==> config.mk <==
export PLATFORM = sky130hd
export DESIGN_NAME = fp_div_seq
export DESIGN_NICKNAME = d
export VERILOG_FILES = /design/src/rtl/fp_div_seq.sv
export SDC_FILE = /design/constraint.sdc
export NUM_CORES = 1
export LEC_CHECK = 0
export CAP_MARGIN = 10
export CORE_MARGIN = 4
export CORE_UTILIZATION = 30
export CTS_BUF_LIST = sky130_fd_sc_hd__clkbuf_8
export DETAILED_ROUTE_END_ITERATION = 8
export SLEW_MARGIN = 15
export SYNTH_ARGS = -nofsm -noshare
export SYNTH_HDL_FRONTEND = slang
export SYNTH_SLANG_ARGS = --single-unit
==> constraint.sdc <==
create_clock -name clk -period 10.1 [get_ports clk]
set_input_delay 2.525 -clock clk [delete_from_list [all_inputs] [get_ports clk]]
set_output_delay 2.525 -clock clk [all_outputs]
set_load 0.05 [all_outputs]
==> src/rtl/fp_div_seq.sv <==
// ---------------------------------------------------------------------------
// fp_div_seq : sequential IEEE-style floating-point divider (a / b).
//
// Operands are {sign, exponent, mantissa} with a hidden leading one. Denormal
// inputs are flushed to zero. The mantissa quotient comes from a restoring
// radix-2 divider (one bit per cycle), is normalised once and truncated.
//
// Ports
//   clk        : clock, rising edge
//   rst        : asynchronous active-high reset
//   start      : request, accepted only while busy is low
//   a, b       : dividend / divisor, captured on the accepting edge
//   busy       : high from the accepting edge until the done cycle
//   done       : one-cycle pulse, result and flags valid
//   result     : quotient, held until the next done
//   overflow   : result saturated to infinity
//   underflow  : result flushed to zero
//   exception  : invalid operand (NaN/Inf input or zero divisor), result qNaN
// ---------------------------------------------------------------------------
module fp_div_seq #(
  parameter int EXP_W = 8,
  parameter int MAN_W = 23
) (
  input  logic                   clk,
  input  logic                   rst,
  input  logic                   start,
  input  logic [EXP_W+MAN_W:0]   a,
  input  logic [EXP_W+MAN_W:0]   b,
  output logic                   busy,
  output logic                   done,
  output logic [EXP_W+MAN_W:0]   result,
  output logic                   overflow,
  output logic                   underflow,
  output logic                   exception
);

  localparam int W    = 1 + EXP_W + MAN_W;
  localparam int BIAS = (1 << (EXP_W - 1)) - 1;
  localparam int EW   = EXP_W + 2;              // signed exponent, no wrap
  localparam int CW   = $clog2(MAN_W + 3);

  localparam logic [W-1:0]    QNAN     = {1'b0, {EXP_W{1'b1}}, 1'b1, {(MAN_W-1){1'b0}}};
  localparam logic [EW-1:0]   EXP_ONE  = {{(EW-1){1'b0}}, 1'b1};
  localparam logic [EW-2:0]   EXP_MAX  = (EW-1)'((1 << EXP_W) - 1);
  localparam logic [CW-1:0]   LAST_BIT = CW'(MAN_W + 1);

  typedef enum logic [2:0] {
    IDLE   = 3'd0,
    UNPACK = 3'd1,
    DIVIDE = 3'd2,
    NORM   = 3'd3,
    DONE   = 3'd4
  } state_t;

  state_t state_r, next_state_s;

  logic [W-1:0]     a_r, b_r;
  logic             sign_r;
  logic [EW-1:0]    exp_r;
  logic [MAN_W:0]   mb_r;
  logic [MAN_W+1:0] rem_r;
  logic [MAN_W+1:0] q_r;
  logic [CW-1:0]    cnt_r;
  logic             hold_r;
  logic             busy_s, done_s;

  // operand decode
  logic [EXP_W-1:0] a_exp_s, b_exp_s;
  logic             a_zero_s, b_zero_s, a_max_s, b_max_s;
  logic             nan_s, special_s, sign_s, accept_s;

  assign a_exp_s   = a_r[W-2:MAN_W];
  assign b_exp_s   = b_r[W-2:MAN_W];
  assign a_zero_s  = (a_exp_s == {EXP_W{1'b0}});
  assign b_zero_s  = (b_exp_s == {EXP_W{1'b0}});
  assign a_max_s   = &a_exp_s;
  assign b_max_s   = &b_exp_s;
  assign nan_s     = a_max_s | b_max_s | b_zero_s;
  assign special_s = nan_s | a_zero_s;
  assign sign_s    = a_r[W-1] ^ b_r[W-1];
  // IDLE and DONE are the only non-busy states
  assign accept_s  = start && ((state_r == IDLE) || (state_r == DONE));

  // one restoring step: trial subtract, keep on no borrow, then shift
  logic [MAN_W+2:0] diff_s;
  logic             ge_s;
  logic [MAN_W+1:0] rem_keep_s;

  assign diff_s     = {1'b0, rem_r} - {2'b00, mb_r};
  assign ge_s       = ~diff_s[MAN_W+2];
  assign rem_keep_s = ge_s ? diff_s[MAN_W+1:0] : rem_r;

  // normalisation: quotient lies in [0.5, 2), at most one left shift
  logic [EW-1:0]    fexp_s;
  logic [MAN_W-1:0] fman_s;
  logic             ovf_s, unf_s;

  assign fexp_s = q_r[MAN_W+1] ? exp_r : (exp_r - EXP_ONE);
  assign fman_s = q_r[MAN_W+1] ? q_r[MAN_W:1] : q_r[MAN_W-1:0];
  assign ovf_s  = ~fexp_s[EW-1] && (fexp_s[EW-2:0] >= EXP_MAX);
  assign unf_s  = fexp_s[EW-1] || (fexp_s == {EW{1'b0}});

  // state register
  always_ff @(posedge clk or posedge rst) begin
    if (rst) state_r <= IDLE;
    else     state_r <= next_state_s;
  end

  // next-state logic
  always_comb begin
    next_state_s = state_r;
    case (state_r)
      IDLE:   if (accept_s) next_state_s = UNPACK; else next_state_s = IDLE;
      // special operands commit on a second UNPACK cycle, mirroring NORM
      UNPACK: begin
        if (!special_s)  next_state_s = DIVIDE;
        else if (hold_r) next_state_s = DONE;
        else             next_state_s = UNPACK;
      end
      DIVIDE: if (cnt_r == LAST_BIT) next_state_s = NORM; else next_state_s = DIVIDE;
      NORM:   next_state_s = DONE;
      DONE:   if (accept_s) next_state_s = UNPACK; else next_state_s = IDLE;
      default: next_state_s = IDLE;
    endcase
  end

  // output decode from the upcoming state so busy/done can be registered
  always_comb begin
    busy_s = 1'b0;
    done_s = 1'b0;
    case (next_state_s)
      UNPACK, DIVIDE, NORM: busy_s = 1'b1;
      DONE:                 done_s = 1'b1;
      default: begin
        busy_s = 1'b0;
        done_s = 1'b0;
      end
    endcase
  end

  // registered handshake outputs
  always_ff @(posedge clk or posedge rst) begin
    if (rst) begin
      busy <= 1'b0;
      done <= 1'b0;
    end else begin
      busy <= busy_s;
      done <= done_s;
    end
  end

  // datapath: operand capture, unpack, divide iterations, result commit
  always_ff @(posedge clk or posedge rst) begin
    if (rst) begin
      a_r       <= {W{1'b0}};
      b_r       <= {W{1'b0}};
      sign_r    <= 1'b0;
      exp_r     <= {EW{1'b0}};
      mb_r      <= {(MAN_W+1){1'b0}};
      rem_r     <= {(MAN_W+2){1'b0}};
      q_r       <= {(MAN_W+2){1'b0}};
      cnt_r     <= {CW{1'b0}};
      hold_r    <= 1'b0;
      result    <= {W{1'b0}};
      overflow  <= 1'b0;
      underflow <= 1'b0;
      exception <= 1'b0;
    end else begin
      if (accept_s) begin
        a_r       <= a;
        b_r       <= b;
        hold_r    <= 1'b0;
        overflow  <= 1'b0;
        underflow <= 1'b0;
        exception <= 1'b0;
      end
      case (state_r)
        UNPACK: begin
          sign_r <= sign_s;
          exp_r  <= {2'b00, a_exp_s} - {2'b00, b_exp_s} + EW'(BIAS);
          mb_r   <= {1'b1, b_r[MAN_W-1:0]};
          rem_r  <= {1'b0, 1'b1, a_r[MAN_W-1:0]};
          q_r    <= {(MAN_W+2){1'b0}};
          cnt_r  <= {CW{1'b0}};
          if (special_s) begin
            hold_r <= 1'b1;
            if (hold_r) begin
              result    <= nan_s ? QNAN : {sign_s, {(W-1){1'b0}}};
              exception <= nan_s;
            end
          end
        end
        DIVIDE: begin
          q_r   <= {q_r[MAN_W:0], ge_s};
          rem_r <= {rem_keep_s[MAN_W:0], 1'b0};
          cnt_r <= cnt_r + {{(CW-1){1'b0}}, 1'b1};
        end
        NORM: begin
          if (ovf_s) begin
            result   <= {sign_r, {EXP_W{1'b1}}, {MAN_W{1'b0}}};
            overflow <= 1'b1;
          end else if (unf_s) begin
            result    <= {sign_r, {(W-1){1'b0}}};
            underflow <= 1'b1;
          end else begin
            result <= {sign_r, fexp_s[EXP_W-1:0], fman_s};
          end
        end
        default: begin
          cnt_r <= cnt_r;
        end
      endcase
    end
  end

endmodule
# Word level (Yosys, flattened, before mapping)
# Cells that the tools add are included.
# totals
register_bits,195
in_bits,67
out_inout_bits,37
wordCells,87
# op_classes
n_addsub,5
order_cmp,1
eq_ne,11
n_mux,33
n_bitwise,6
n_reduce_logical,15
# op_table
cell,n
25-bit case mux with 2 select lines,2
32-bit two-way mux,3
32-bit case mux with 2 select lines,1
31-bit two-way mux,2
25-bit by 24-bit subtractor with 26-bit output,1
24-bit two-way mux,1
23-bit two-way mux,1
1-bit two-way mux,18
8-bit zero test,2
8-bit AND reduction,2
"3-bit by 2-bit == test with 1-bit output, second input constant",4
3-bit case mux with 4 select lines,1
"9-bit by 8-bit adder with 10-bit output, second input constant",1
10-bit zero test,1
10-bit two-way mux,1
5-bit case mux with 2 select lines,1
"10-bit by 1-bit subtractor with 10-bit output, second input constant",1
"9-bit by 8-bit greater-or-equal comparator with 1-bit output, second input constant",1
8-bit by 8-bit subtractor with 9-bit output,1
"3-bit by 1-bit == test with 1-bit output, second input constant",2
"3-bit == test, second input constant",2
3-bit two-way mux,2
"5-bit by 1-bit adder with 5-bit output, second input constant",1
"5-bit == test, second input constant",1
11 further kinds,18

# Longest topological paths before layout
# Gate-level depths: netlist of the first run.
# depth
ltp_word,9
depth_mapped,13
depth_no_buf,12

# Least setup slack after synthesis of the first run
# OpenSTA, ideal clock, no wires.
# synth_path
kind,input-to-reg
from,input start
to,register b_r[0]
setup_time_ns,0.065
arrival_ns,3.342
t_required_ns,10.035
slack_ns,6.693
path_stages,5
path_buffers,2
cell_sequence,nand2_1 -> clkbuf_1 -> buf_1 -> nand2_1 -> nand2_1
# synth_via
elab_chain_cells,1
# synth_lines
element,line_no,rtl
from (decl),26,"input logic start,"
1-bit logical AND,82,assign accept_s = start && ((state_r == IDLE) || (state_r == DONE));
to (signal assigned),156,b_r <= {W{1'b0}};
to (decl),57,"logic [W-1:0] a_r, b_r;"
# Every way passes these cells.
# A chain may end at the register's enable or synchronous reset.

# Worst setup path in the final report of the first run
# layout_path
from,register result[3]
to,output result[3]
# layout_rtl
element,line_no,rtl
from (decl),31,"output logic [EXP_W+MAN_W:0] result,"
from (signal assigned),164,result <= {W{1'b0}};
from (signal assigned),188,"result <= nan_s ? QNAN : {sign_s, {(W-1){1'b0}}};"
from (signal assigned),200,"result <= {sign_r, {EXP_W{1'b1}}, {MAN_W{1'b0}}};"
# No word-level cell between the ends.

==> metrics.md, run 1 <==
| Metric | Value |
|---|---|
| Synth Cell Area | `9910 um2` |
| Worst Path Buf+Inv | `1` |
| CTS buffer count | `17` |
| Post-CTS sizing | `0` |
| Synth Area in Adders | `~5%` |
| Setup CP Type | `reg2out` |
| Post-synth ARST share | `100%` |
| Largest net degree at the start of global routing | `127` |
| Clock transition at the registers of the reported paths | `between 100 and 150 ps` |
| Clk sinks | `195` |
| Die Footprint | `36000 um2` |
| Min-delay worst type | `reg2reg` |
| Largest family of logic cells by synthesized area | `simple AND/OR/NAND/NOR gates` |
| Iter 0 DRT Violations | `approximately 460` |
| Ports | `between 100 and 150` |
| Status | `finished, final reports clean` |
| Final period utilization | `a little over two fifths` |
| # diodes | `0` |
| Routed wire length | `between 20000 and 25000 um` |
| Required @ worst endpoint | `between 7000 and 8000 ps` |
| Met2 WL | `11300 um` |
| EDFF count, synth | `0` |
| Critical-path cell list | `clkdlybuf4s50_1` |
| Fmax | `0.235 GHz` |
| Pre-antenna DRT Iters | `5` |
| Top FF cell, synth | `dfrtp_1` |
| Area Overhead vs Synth | `19.2%` |
| Max Clock Skew | `about 18 ps` |
| GPL Wtd Cong | `0.838` |
| All-layer global routing usage | `a little over an eighth` |
| Antenna violations before repair | `0` |
| Post-Syn Nets | `around 1200` |
| Worst Setup End Kind | `output port` |
| CP arrival | `1720 ps` |
| Worst Max-Slew Pin Slew | `between 1000 and 1500 ps` |
| Hold Path Origin | `mb_r[23]` |
| DRC viols | `0` |
| Via-per-instance ratio | `between 4 and 5` |
| Post-CTS Hold Buffers | `0` |
| Num rows | `66` |
| Top delay family on crit path | `buffers and inverters` |
| WL met1 | `approximately 11000 um` |
| Cell accounting for the most synthesized area | `dfrtp_1` |
| Crit path max fanout | `2` |
| Die height | `roughly 190 um` |
| Cells after synthesis | `around 1100` |
| Synth warn | `0` |
| Yosys reg bits | `between 150 and 200` |
| Post-DP Area | `roughly 11000 um2` |
| Area fraction of the dominant cell type after synthesis | `49.3%` |
| Clk_lat worst skew | `~500 ps` |
| Leak | `between 0.005 and 0.006 uW` |
| Final Instance Area | `~12000 um2` |
| Root Buffer | `clkbuf_8` |
| Max_slew headroom | `a little over a quarter` |
| Mux contribution to synthesized area | `under 10%` |
| WL met3 | `between 700 and 800 um` |
| Simple-gate area share of the yosys netlist | `17.8%` |
| Final setup violation count | `0` |
| RR Startpoint | `exp_r[0]` |
| PD cells | `about 340 nW/um2` |
| Worst Setup SP | `result[3]` |
| Nets | `roughly 1300` |
| Tmin final | `between 4000 and 5000 ps` |
| Max Slew Vio Count | `0` |
| Startpoint Class | `flop` |
| DIE WIDTH | `around 190 um` |
| Max VDD drop | `roughly 0.2 mV` |
| DR WL/cell | `approximately 15 um` |
| Total negative slack | `0 ps` |
| Avg Synthesized Cell Area | `slightly above 9 um2` |
| CTS H-tree depth | `4` |
| Xor and xnor area share after synthesis | `around 3.5%` |
| CTS max path bufs | `2` |
| CTS tree | `built` |
| MaxCap Viol Count | `0` |
| Global-route wire length before repair | `between 30000 and 40000 um` |
| Post-CTS Setup Bufs | `0` |
| Vias in the first global route | `7666` |
| Post-synth cell types | `a little under 70` |
| Top Layer Used | `met4` |
| Final Hold Violating Endpoints | `0` |
| CP max stage cell | `clkdlybuf4s50_1` |
| Number of nets with antenna violations after routing | `0` |
| I/O Buffers | `around 100` |
| Synth top area cells | `dfrtp_1, nand2_1, ha_1, o21ai_0, mux2i_1` |
| Synth Area in Compound Gates | `16.2%` |
| Hpwl dp | `between 15000 and 20000 um` |
| Fraction of layout instances using a drive strength above 1 | `approximately 5.5%` |
| Core area | `between 30000 and 40000 um2` |
| Delay of the slowest critical-path stage | `approximately 800 ps` |
| Global route overflow | `0` |
| Initial Util | `30.4%` |
| Vias | `roughly 7700` |
| RSZ-0062 raised after global routing | `false` |
| Register area share after synthesis | `49.3%` |
[cells in the mapped netlist (2+ instances only)]
library cell / count
nand2_1: 287
dfrtp_1: 195
o21ai_0: 80
inv_1: 48
clkbuf_1: 38
mux2i_1: 38
a21oi_1: 37
ha_1: 36
nor2_1: 34
xnor2_1: 31
a22o_1: 27
o21ai_1: 22
nand3_1: 12
o22ai_1: 12
a21o_1: 11
o211ai_1: 11
nand4_1: 10
and2_1: 9
xor2_1: 9
a31oi_1: 8
buf_2: 8
a211oi_1: 7
nor3_1: 7
and3_1: 6
buf_1: 6
o31ai_1: 6
or3_1: 6
a21boi_0: 5
nor2b_1: 5
nor4_1: 5
a22oi_1: 4
nand2b_1: 4
o21a_1: 4
or2_2: 4
nand3b_1: 3
nor3b_1: 3
o21bai_1: 3
a211o_1: 2
fa_1: 2
mux2_2: 2
or3b_2: 2
[worst reg2reg max path, delay by kind of cell, from the launching register on]
family | cells | cell delay, ps
AOI/OAI and AO/OA | 4 | 980
adders and majority gates | 1 | 230
buffers and inverters | 1 | 120
DFF | 1 | 480
and+or+nand+nor | 3 | 1390
[state kept, by name, summed over array words and instances (netlist names)]
signal	cells
exception	1
sign_r	1
state_r	3
result	32
b_r	32
hold_r	1
mb_r	24
busy	1
overflow	1
a_r	32
cnt_r	5
underflow	1
exp_r	10
rem_r	25
q_r	25
done	1
[logic make-up (layout without fill, tap and decap cells)]
family | Yosys count | in the layout
buf+inv | 103 | 191
xor+xnor | 40 | 40
fa+ha+maj | 38 | 38
simple gates | 406 | 406
compound gates | 254 | 254
flops | 195 | 195
mux | 40 | 40
[metrics by stage]
step / std cells / utilization (%) / hold slack (ps) / power, uW / setup WS, ps
finish: 1606 / 36.3 / 465 / 4070 / 5850
global route: 1606 / 36.3 / 473 / 4460 / 5710
CTS: 1606 / 36.3 / 466 / 4110 / 5820
detailed placement: 1574 / 34.9 / 439 / 3520 / 5400
global placement: 1574 / 34.9 / 436 / 3480 / 5410
floorplan: 1076 / - / 418 / 3000 / 2260
[report_power, final]
part	switching, uW	internal (uW)
clock	364	206
sequential	226	1070
combinational	1310	896
total	1900	2170
[cell type report]
cell class	count	area, um2
inverters	48	188
multi-input cells	778	4640
well taps	442	553
flip-flops and latches	195	4880
repair buffers	111	1090
clock inverters	15	223
fillers	3418	20700
clock buffers	17	234
[layer usage]
metal | GRT usage [%] | up-vias
met1 | 17.9 | 3681
li1 | - | 3840
met4 | 3.31 | 0
met5 | 0 | -
met2 | 22.3 | 129
met3 | 2.22 | 19
[worst paths after layout]
| kind | end | slack (ps) | depth (start not counted) |
|---|---|---|---|
| worst max-delay path | result[3] | 5850 | 1 |
| worst min-delay path | mb_r[23] | 470 | 2 |
| worst max register to register | result[21] | 6820 | 9 |
| worst min register to register | mb_r[23] | 470 | 2 |
| max in group asynchronous | exception | 6030 | 3 |
| min in group asynchronous | mb_r[6] | 2630 | 2 |
[cells in the final DEF, fill, tap and decap left out, types with 3 or more instances in the layout]
cell type	count
a211oi_1	7
a21boi_0	5
a21o_1	11
a21oi_1	37
a22o_1	27
a22oi_1	4
a31oi_1	8
and2_1	8
and3_1	6
buf_4	8
clkbuf_8	17
clkdlybuf4s50_1	103
clkinv_8	5
dfrtp_1	195
ha_1	36
inv_1	47
inv_12	5
inv_8	3
mux2i_1	38
nand2_1	286
nand2b_1	4
nand3_1	12
nand3b_1	3
nand4_1	10
nor2_1	32
nor2b_1	5
nor3_1	7
nor4_1	5
o211ai_1	11
o21a_1	4
o21ai_0	80
o21ai_1	21
o21bai_1	3
o22ai_1	12
o31ai_1	6
or2_2	4
or3_1	6
xnor2_1	31
xor2_1	9
Power figures use the tool's default switching activity.
==> inputs of run 2 (changes only) <==
==> constraint.sdc (replaced) <==
create_clock -name clk -period 4 [get_ports clk]
set_input_delay 1 -clock clk [delete_from_list [all_inputs] [get_ports clk]]
set_output_delay 1 -clock clk [all_outputs]
set_load 0.05 [all_outputs]
==> metrics.md, run 2 (synthesis gave the netlist of run 1 again) <==
| Metric | Value |
|---|---|
| Status | `finished, final reports clean` |
| Startpoint Class | `flop` |
| Core area | `32500 um2 (unchanged)` |
| Clock network power share | `12.6% (-1.4 points)` |
| Iter 0 DRT Violations | `358 (-23%)` |
| Worst Path Buf+Inv | `2 (+1)` |
| Max VDD drop | `0.368 mV (+80%)` |
| Final Hold Violating Endpoints | `0 (unchanged)` |
| Required @ worst endpoint | `4340 ps (-3240 ps)` |
| CTS H-tree depth | `4 (unchanged)` |
| Switching component of the power | `4660 uW (+150%)` |
| GPL Wtd Cong | `0.868 (+3.5%)` |
| All-layer global routing usage | `13.2% (-0.024 points)` |
| Delay of the slowest critical-path stage | `430 ps (-390 ps)` |
| Min-delay worst type | `reg2reg` |
| Routed wire length | `23400 um (-0.73%)` |
| Fmax | `around 0.32 GHz` |
| Most frequent cells in the layout | `nand2_1, dfrtp_1, clkdlybuf4s50_1, o21ai_0, inv_1` |
| Crit path max fanout | `4 (+2)` |
| Tmin final | `3120 ps` |
| CP arrival | `3460 ps (+1740 ps)` |
| CTS buffer count | `17 (unchanged)` |
| Post-CTS Setup Bufs | `0 (unchanged)` |
| Setup CP Type | `reg2reg` |
| MaxCap Viol Count | `0 (unchanged)` |
| Final Power | `10100 uW (+150%)` |
| Vias | `7711 (+0.55%)` |
| Area Overhead vs Synth | `19.4% (about the same)` |
| Global route overflow | `0 (unchanged)` |
| Leak | `0.00522 uW (+0.19%)` |
| Global-route wire length before repair | `39200 um (about the same)` |
| Number of nets with antenna violations after routing | `0 (unchanged)` |
| Sequential power share | `32.2% (+0.3 points)` |
| Final Instance Area | `11800 um2 (about the same)` |
| Max_slew headroom | `26.2% (-0.74 points)` |
| Pre-antenna DRT Iters | `5 (unchanged)` |
| Post-CTS sizing | `0 (unchanged)` |
| DRC viols | `0 (unchanged)` |
| Ports | `104 (unchanged)` |
| Final period utilization | `between 70% and 80%` |
| DR WL/cell | `14.5 um (-1.1%)` |
| Critical-path cell list | `inv_1 -> ha_1 -> inv_1 -> fa_1 -> a211oi_2 -> nor2_1 -> a2111oi_2 -> o31ai_1 -> a211o_1 -> o41ai_2 -> xor2_1 -> a31oi_1` |
| # fillers | `3388 (-0.88%)` |
| Max Clock Skew | `18.1 ps (-0.244 ps)` |
| Root Buffer | `clkbuf_8` |
| CP max stage cell | `fa_1` |
| Final setup violation count | `0 (unchanged)` |
| Largest registers | `a_r x32, b_r x32, result x32` |
| Post-DP Area | `11400 um2 (+0.76%)` |
| Largest net degree at the start of global routing | `78 (-39%)` |
| Clk sinks | `195 (unchanged)` |
| CTS max path bufs | `2 (unchanged)` |
| Clock transition at the registers of the reported paths | `120 ps (about the same)` |
| RSZ-0062 raised after global routing | `false` |
| Max Slew Vio Count | `0 (unchanged)` |
| DIE WIDTH | `190 um (unchanged)` |
| Worst Setup End Kind | `flop` |
| Vias in the first global route | `7666 (unchanged)` |
| Comb pwr share | `55.2% (+1.1 points)` |
| Die height | `190 um (unchanged)` |
| Total negative slack | `0 ps (unchanged)` |
| Top delay family on crit path | `compound AO/OA/AOI/OAI gates` |
| Commonest non-fill, non-tap cell in the layout | `nand2_1` |
| Initial Util | `30.4% (unchanged)` |
| # diodes | `0 (unchanged)` |
| Via-per-instance ratio | `4.78 (+0.17%)` |
| Post-CTS Hold Buffers | `0 (unchanged)` |
| PD cells | `858 nW/um2 (+150%)` |
| CTS tree | `built` |
| Num rows | `66 (unchanged)` |
| Clk_lat worst skew | `480 ps (-20 ps)` |
| CP most frequent cell | `inv_1` |
| I/O Buffers | `103 (unchanged)` |
| P_int | `5480 uW (+150%)` |
| Fraction of layout instances using a drive strength above 1 | `5.98% (+0.48 points)` |
| Hpwl dp | `16600 um (+2.3%)` |
| Nets | `1263 (+0.56%)` |
| Worst Max-Slew Pin Slew | `1110 ps (+11.1 ps)` |
| Sw Share | `45.9% (-0.68 points)` |
| Antenna violations before repair | `0 (unchanged)` |
| Die Footprint | `36000 um2 (unchanged)` |
[run 2: cell types whose count changed in the layout (fill, tap and decap cells not counted)]
cell / delta
nor2_2: +1
buf_12: +3
clkbuf_8: +1
clkinv_8: -4
clkinv_4: +3
nor2_4: -1
inv_16: -1
buf_4: +4
inv_8: +4
inv_12: -5
clkinvlp_4: +2
inv_6: -1
[run 2: worst reg2reg max path, stage by stage (launching register included)]
cell and delay [ps]:
dfrtp_1 400, inv_1 70, ha_1 170, inv_1 60, fa_1 430, a211oi_2 190
nor2_1 130, a2111oi_2 390, o31ai_1 210, a211o_1 360, o41ai_2 320, xor2_1 170
a31oi_1 90
[run 2: power groups by stage]
stage / clock network (uW) / logic, uW / registers, uW
after floorplan: 0 / 4170 / 3410
after global placement: 0 / 5530 / 3300
after detailed placement: 0 / 5610 / 3310
after CTS: 1320 / 5640 / 3270
after global routing: 1400 / 6320 / 3380
final: 1280 / 5600 / 3270
[run 2: area by class of cell]
type	count	area, um2	area share (%)
flip-flops and latches	195	4880	41.3
multi-input cells	778	4640	39.2
repair buffers	118	1180	9.99
well taps	442	553	4.68
clock buffers	18	248	2.10
inverters	48	184	1.56
clock inverters	13	138	1.16
[run 2: routing by layer]
| layer | GRT usage (%) | share of wire [%] |
|---|---|---|
| met4 | 3.87 | 2.1 |
| met5 | 0 | 0 |
| met2 | 22.0 | 47 |
| met3 | 2.66 | 3.7 |
| met1 | 17.6 | 48 |
[run 2: metrics by stage]
step	worst slack, ps	instances	hold slack (ps)	utilization [%]
6_report	875	1612	460	36.3
5_1_grt	551	1612	507	36.3
4_1_cts	854	1612	465	36.3
3_3_place_gp	956	1581	434	35.2
3_5_place_dp	884	1581	439	35.2
2_1_floorplan	482	1076	418	-
[run 2: worst paths after layout]
kind | slack, ps | depth (start not counted) | end | from
worst max-delay path | 880 | 12 | rem_r[23] | rem_r[0]
worst min-delay path | 460 | 2 | mb_r[23] | mb_r[23]
worst max register to register | 880 | 12 | rem_r[23] | rem_r[0]
worst min register to register | 460 | 2 | mb_r[23] | mb_r[23]
max in group asynchronous | 2210 | 3 | q_r[7] | rst
min in group asynchronous | 960 | 2 | b_r[8] | rst
